File: src/rtl/arcade_input_conditioner.sv
// Player-input conditioner: per-bit debounce of buttons and coin, plus a queued,
// frame-locked coin pulse shaper driven by the rising edge of vblank.
module arcade_input_conditioner #(
  parameter int NBTN        = 8,
  parameter int DEB_TICKS   = 16,
  parameter int COIN_FRAMES = 4,
  parameter int GAP_FRAMES  = 4,
  parameter int QDEPTH      = 7
) (
  input  logic            clk_sys,
  input  logic            reset_n,
  input  logic            ce,
  input  logic            vblank,
  input  logic [NBTN-1:0] btn_raw,
  input  logic            coin_raw,
  output logic [NBTN-1:0] btn_out,
  output logic            coin_out,
  output logic [7:0]      coin_pending,
  output logic            coin_ovf
);

  localparam int NB   = NBTN + 1;
  localparam int CW   = $clog2(DEB_TICKS + 1);
  localparam int FMAX = (COIN_FRAMES > GAP_FRAMES) ? COIN_FRAMES : GAP_FRAMES;
  localparam int FW   = $clog2(FMAX + 1);

  localparam logic [CW-1:0] CNT_LAST   = CW'(DEB_TICKS - 1);
  localparam logic [FW-1:0] COIN_LAST  = FW'(COIN_FRAMES - 1);
  localparam logic [FW-1:0] GAP_LAST   = FW'(GAP_FRAMES - 1);
  localparam logic [7:0]    QDEPTH_V   = 8'(QDEPTH);

  localparam logic [1:0] ST_IDLE  = 2'd0;
  localparam logic [1:0] ST_PULSE = 2'd1;
  localparam logic [1:0] ST_GAP   = 2'd2;

  logic [NB-1:0] raw_s;
  logic [CW-1:0] deb_cnt_q [NB];
  logic [CW-1:0] deb_cnt_d [NB];
  logic [NB-1:0] stable_q, stable_d;
  logic          coin_prev_q, coin_prev_d;
  logic          vblank_prev_q, vblank_prev_d;
  logic [1:0]    state_q, state_d;
  logic [FW-1:0] fcnt_q, fcnt_d;
  logic          coin_out_q, coin_out_d;
  logic [7:0]    coin_pending_q, coin_pending_d;
  logic          coin_ovf_q, coin_ovf_d;
  logic          tick_s, coin_evt_s, deq_s;

  // Bit NBTN of the debounce bank is the coin button.
  assign raw_s       = {coin_raw, btn_raw};
  assign tick_s      = vblank & ~vblank_prev_q;
  assign coin_evt_s  = stable_q[NBTN] & ~coin_prev_q;
  assign deq_s       = (state_q == ST_IDLE) & tick_s & (coin_pending_q != 8'd0);

  assign vblank_prev_d = vblank;
  assign coin_prev_d   = stable_q[NBTN];

  // Debounce: a level is accepted after DEB_TICKS consecutive mismatching ce samples.
  always_comb begin
    stable_d = stable_q;
    for (int i = 0; i < NB; i++) begin
      deb_cnt_d[i] = deb_cnt_q[i];
      if (!ce) begin
        deb_cnt_d[i] = deb_cnt_q[i];
      end else if (raw_s[i] == stable_q[i]) begin
        deb_cnt_d[i] = {CW{1'b0}};
      end else if (deb_cnt_q[i] == CNT_LAST) begin
        stable_d[i]  = raw_s[i];
        deb_cnt_d[i] = {CW{1'b0}};
      end else begin
        deb_cnt_d[i] = deb_cnt_q[i] + CW'(1);
      end
    end
  end

  // Coin queue: an enqueue and a dequeue in the same cycle cancel, so no overflow then.
  always_comb begin
    coin_pending_d = coin_pending_q;
    coin_ovf_d     = 1'b0;
    if (coin_evt_s && deq_s) begin
      coin_pending_d = coin_pending_q;
    end else if (coin_evt_s) begin
      if (coin_pending_q < QDEPTH_V) begin
        coin_pending_d = coin_pending_q + 8'd1;
      end else begin
        coin_ovf_d = 1'b1;
      end
    end else if (deq_s) begin
      coin_pending_d = coin_pending_q - 8'd1;
    end else begin
      coin_pending_d = coin_pending_q;
    end
  end

  // Pulse shaper: COIN_FRAMES ticks high, then GAP_FRAMES ticks before accepting a new start.
  always_comb begin
    state_d    = state_q;
    fcnt_d     = fcnt_q;
    coin_out_d = coin_out_q;
    case (state_q)
      ST_IDLE: begin
        if (deq_s) begin
          state_d    = ST_PULSE;
          coin_out_d = 1'b1;
          fcnt_d     = {FW{1'b0}};
        end else begin
          coin_out_d = 1'b0;
        end
      end
      ST_PULSE: begin
        if (!tick_s) begin
          fcnt_d = fcnt_q;
        end else if (fcnt_q == COIN_LAST) begin
          state_d    = ST_GAP;
          coin_out_d = 1'b0;
          fcnt_d     = {FW{1'b0}};
        end else begin
          fcnt_d = fcnt_q + FW'(1);
        end
      end
      ST_GAP: begin
        if (!tick_s) begin
          fcnt_d = fcnt_q;
        end else if (fcnt_q == GAP_LAST) begin
          state_d = ST_IDLE;
          fcnt_d  = {FW{1'b0}};
        end else begin
          fcnt_d = fcnt_q + FW'(1);
        end
      end
      default: begin
        state_d    = ST_IDLE;
        coin_out_d = 1'b0;
        fcnt_d     = {FW{1'b0}};
      end
    endcase
  end

  // State registers with synchronous active-low reset.
  always_ff @(posedge clk_sys) begin
    if (!reset_n) begin
      for (int i = 0; i < NB; i++) begin
        deb_cnt_q[i] <= {CW{1'b0}};
      end
      stable_q       <= {NB{1'b0}};
      coin_prev_q    <= 1'b0;
      vblank_prev_q  <= 1'b0;
      state_q        <= ST_IDLE;
      fcnt_q         <= {FW{1'b0}};
      coin_out_q     <= 1'b0;
      coin_pending_q <= 8'd0;
      coin_ovf_q     <= 1'b0;
    end else begin
      for (int i = 0; i < NB; i++) begin
        deb_cnt_q[i] <= deb_cnt_d[i];
      end
      stable_q       <= stable_d;
      coin_prev_q    <= coin_prev_d;
      vblank_prev_q  <= vblank_prev_d;
      state_q        <= state_d;
      fcnt_q         <= fcnt_d;
      coin_out_q     <= coin_out_d;
      coin_pending_q <= coin_pending_d;
      coin_ovf_q     <= coin_ovf_d;
    end
  end

  assign btn_out      = stable_q[NBTN-1:0];
  assign coin_out     = coin_out_q;
  assign coin_pending = coin_pending_q;
  assign coin_ovf     = coin_ovf_q;

endmodule
File: config.mk
export PLATFORM = sky130hd
export DESIGN_NAME = arcade_input_conditioner
export DESIGN_NICKNAME = d
export VERILOG_FILES = /design/src/rtl/arcade_input_conditioner.sv
export SDC_FILE = /design/constraint.sdc
export NUM_CORES = 1
export LEC_CHECK = 0
export ABC_AREA = 1
export BUFFER_PORTS_ARGS = -buffer_cell sky130_fd_sc_hd__buf_4
export CAP_MARGIN = 30
export CORE_MARGIN = 8
export CORE_UTILIZATION = 54
export DETAILED_ROUTE_END_ITERATION = 10
export PLACE_DENSITY_LB_ADDON = 0.12
export SLEW_MARGIN = 15
export SYNTH_ARGS = -nofsm -noshare
export SYNTH_HDL_FRONTEND = slang
export SYNTH_SLANG_ARGS = --single-unit
File: constraint.sdc
create_clock -name clk_sys -period 2.2 [get_ports clk_sys]
set_input_delay 0.11 -clock clk_sys [delete_from_list [all_inputs] [get_ports clk_sys]]
set_output_delay 0.11 -clock clk_sys [all_outputs]
set_load 0.02 [all_outputs]
==> results.json <==
{
  "drive_above_1_share_pct": 11.5,
  "postSynthAreaPerCell_um2": 7.27,
  "synthArstFlopShare_pct": 0,
  "viasPerCell": 5.18,
  "drt_first_pass_iters": 4,
  "antenna_left": 0,
  "crit_cells": 10,
  "post-dp-hpwl_um": 4930,
  "numCtsBuffers": 9,
  "min_period_ns": 1.78,
  "place_ws_ns": 0.453,
  "reg2reg_depth": 10,
  "synth_xor_area_share_pct": 4.79,
  "clockRootBuffer": "clkbuf_8",
  "syn_inst": 503,
  "relSlewSlack_pct": 75.9,
  "htreeDepth": 3,
  "drt-wirelength-per-cell_um": 11.9,
  "critPathMaxFanout": 11,
  "yosysMostFrequentCell": "nand2_1",
  "worstSetupEndpointType": "flop",
  "drt_wl_total_um": 7240,
  "nNetsFinal": 559,
  "clk_pin_slew_ns": 0.08,
  "cp.buffers_inverters": 0,
  "slowest_delay_ns": 0.41,
  "crit_chain": "nand2_4, ha_1, a21oi_1, nand2_1, nand3_1, nand2_1, nand2_1, nand2_1, nor2_1, nor2_1",
  "cpLargestDelayFamily": "simple AND/OR/NAND/NOR gates",
  "yosys_warnings": 0,
  "worst_slack_ns": 0.417,
  "crit_type": "reg -> reg",
  "post-route-util_pct": 62.1,
  "synthFlopType": "dfxtp_1",
  "ios": 31,
  "dpl_cell_area_um2": 3870,
  "cp.arrival_ns": 2.02,
  "grt_util_all_layers_pct": 15.4,
  "syn_area_um2": 3660,
  "max_freq_mhz": 561,
  "synthAdderAreaFrac_pct": 7.05,
  "grt_pass1_wl_um": 12500,
  "first_global_vias": 2924,
  "rsz0062_at_grt": "no",
  "fp.dieH_um": 98.3,
  "hold_depth": 3,
  "routabilityCongestion": 0.873,
  "grt_max_degree": 32,
  "clock_skew_ns": 0.00728,
  "areaGrowthSynthToFinish_pct": 13.4,
  "n_antenna_cell": 0,
  "yosys-top-cells-count": "127 x nand2_1, 71 x dfxtp_1, 55 x a21oi_1, 45 x nor2_1, 40 x nand3_1",
  "synth-compound-area-share_pct": 12.3,
  "ys_ff_latch": 71,
  "multi_input_area_um2": 1940,
  "timing.final.crit_share_pct": 81.0,
  "crit_path_top_delay_cell": "dfxtp_1",
  "totalPowerFinal_mw": 4.29,
  "power_density_nw_per_um2": 1030,
  "core_um2": 6680,
  "start_kind": "flop",
  "die_x_um": 98.3,
  "maxSlewViolCount": 0,
  "io_buffers": 30,
  "vias": 3164,
  "drt_iter0_markers": 94,
  "ys_seq_area_share_pct": 38.9,
  "synth_top_cell_by_area": "dfxtp_1",
  "cellLeakagePower_nw": 1.88,
  "hold_class": "in -> reg",
  "setup_violations": 0,
  "fillCellCount": 621,
  "antenna_found_initial": 0,
  "cts_tree": "done",
  "synth_mux_area_share_pct": 0,
  "yosysUniqueCellTypes": 34,
  "synth_simple_gate_area_share_pct": 28.9,
  "critPathMostFrequentCell": "nand2_1",
  "insertion_delay_ns": 0.34,
  "stdcell_area_um2": 4150,
  "synth_top_family_by_area": "simple AND/OR/NAND/NOR gates",
  "ctsResizeCount": 0,
  "fp-row-count": 30,
  "vdd_ir_drop_max_uv": 478,
  "worstMarginPinSlew_ns": 0.362,
  "cap_violations": 0,
  "syn-num-nets": 536,
  "cts.sinks": 71,
  "netlist.area_leader.share_pct": 38.9,
  "route.detailed.drc": 0,
  "die_area_um2": 9660,
  "ff_latch_area_um2": 1420,
  "clockBufferDepth": 2,
  "ys_top_cells_by_area": "dfxtp_1 39%, nand2_1 13%, a21oi_1 7.5%",
  "synth_edf_count": 0,
  "required_ns": 2.44,
  "status": "finished clean",
  "start_util_pct": 54.7,
  "final_hold_viol_count": 0,
  "tns_ns": 0,
  "grt-ovfl-total": 0
}
[final timing paths]
path / start / endpoint / slack (ns)
worst max-delay path: stable_q[8]$_SDFFE_PN0P_ / coin_pending[7]$_SDFFE_PN0P_ / 0.42
worst min-delay path: btn_raw[3] / stable_q[3]$_SDFFE_PN0P_ / 0.05
worst max register to register: stable_q[8]$_SDFFE_PN0P_ / coin_pending[7]$_SDFFE_PN0P_ / 0.42
worst min register to register: deb_cnt_q[0][44]$_SDFFE_PN0P_ / deb_cnt_q[0][44]$_SDFFE_PN0P_ / 0.44
[state kept, by name, summed over array words and instances, names as in the netlist]
signal         flops
fcnt_q             3
coin_out           1
state_q            2
vblank_prev_q      1
coin_pending       8
deb_cnt_q         45
stable_q           9
coin_ovf           1
coin_prev_q        1
[layout make-up]
class	instances	area share, %
well taps	80	2.41
clock buffers	9	2.99
flip-flops and latches	71	34.3
inverters	41	3.71
clock inverters	7	3.26
multi-input cells	367	46.7
repair buffers	36	6.64
[cell usage in the layout, fill, tap and decap left out, types with 3 or more instances in the layout]
cell	count
inv_2	3
clkbuf_8	9
nand4_1	5
bufinv_16	4
clkinv_2	3
nor2_1	45
xnor2_1	9
a211oi_1	10
nand2_2	3
a21oi_1	55
nor3_1	12
dfxtp_1	71
buf_4	34
xor2_1	11
inv_1	37
o21ai_0	11
nor4_1	7
nand3_1	40
ha_1	19
nand2_1	127
[layer usage]
layer	track usage (%)	share of wire [%]
met1	17.6	48
met2	26.5	46
met3	3.56	3.8
met4	7.44	1.5
met5	0	0
[per-stage QoR]
stage | hold WS, ns | std cells
final | 0.0488 | 611
after global routing | 0.0508 | 611
after CTS | 0.0369 | 611
after detailed placement | 0.303 | 593
after global placement | 0.298 | 593
after floorplan | 0.203 | 503
[worst reg2reg max path: stages, from the launching register on]
cell     delay (ns)
dfxtp_1        0.41
nand2_4        0.13
ha_1           0.37
a21oi_1        0.23
nand2_1        0.14
nand3_1        0.11
nand2_1        0.05
nand2_1        0.05
nand2_1        0.04
nor2_1         0.08
nor2_1         0.05
[timing repair]
action | in CTS | in global routing
hold buffers | 2 | 0
setup buffers | 0 | 0
endpoints found under the hold margin | 2 | 0
[report_power, final]
part	total [mW]	switching, mW	internal [mW]
Clock	1.36	0.501	0.862
Sequential	1.50	0.109	1.39
Combinational	1.42	0.875	0.548
Total	4.29	1.49	2.80
[kinds of logic after synthesis]
family | Yosys count
AOI/OAI and AO/OA | 82
xor gates and xnor gates | 20
adders and majority gates | 20
buffers and inverters | 65
DFF | 71
and+or+nand+nor | 245
Note: power is estimated with default switching activity, not from simulation.
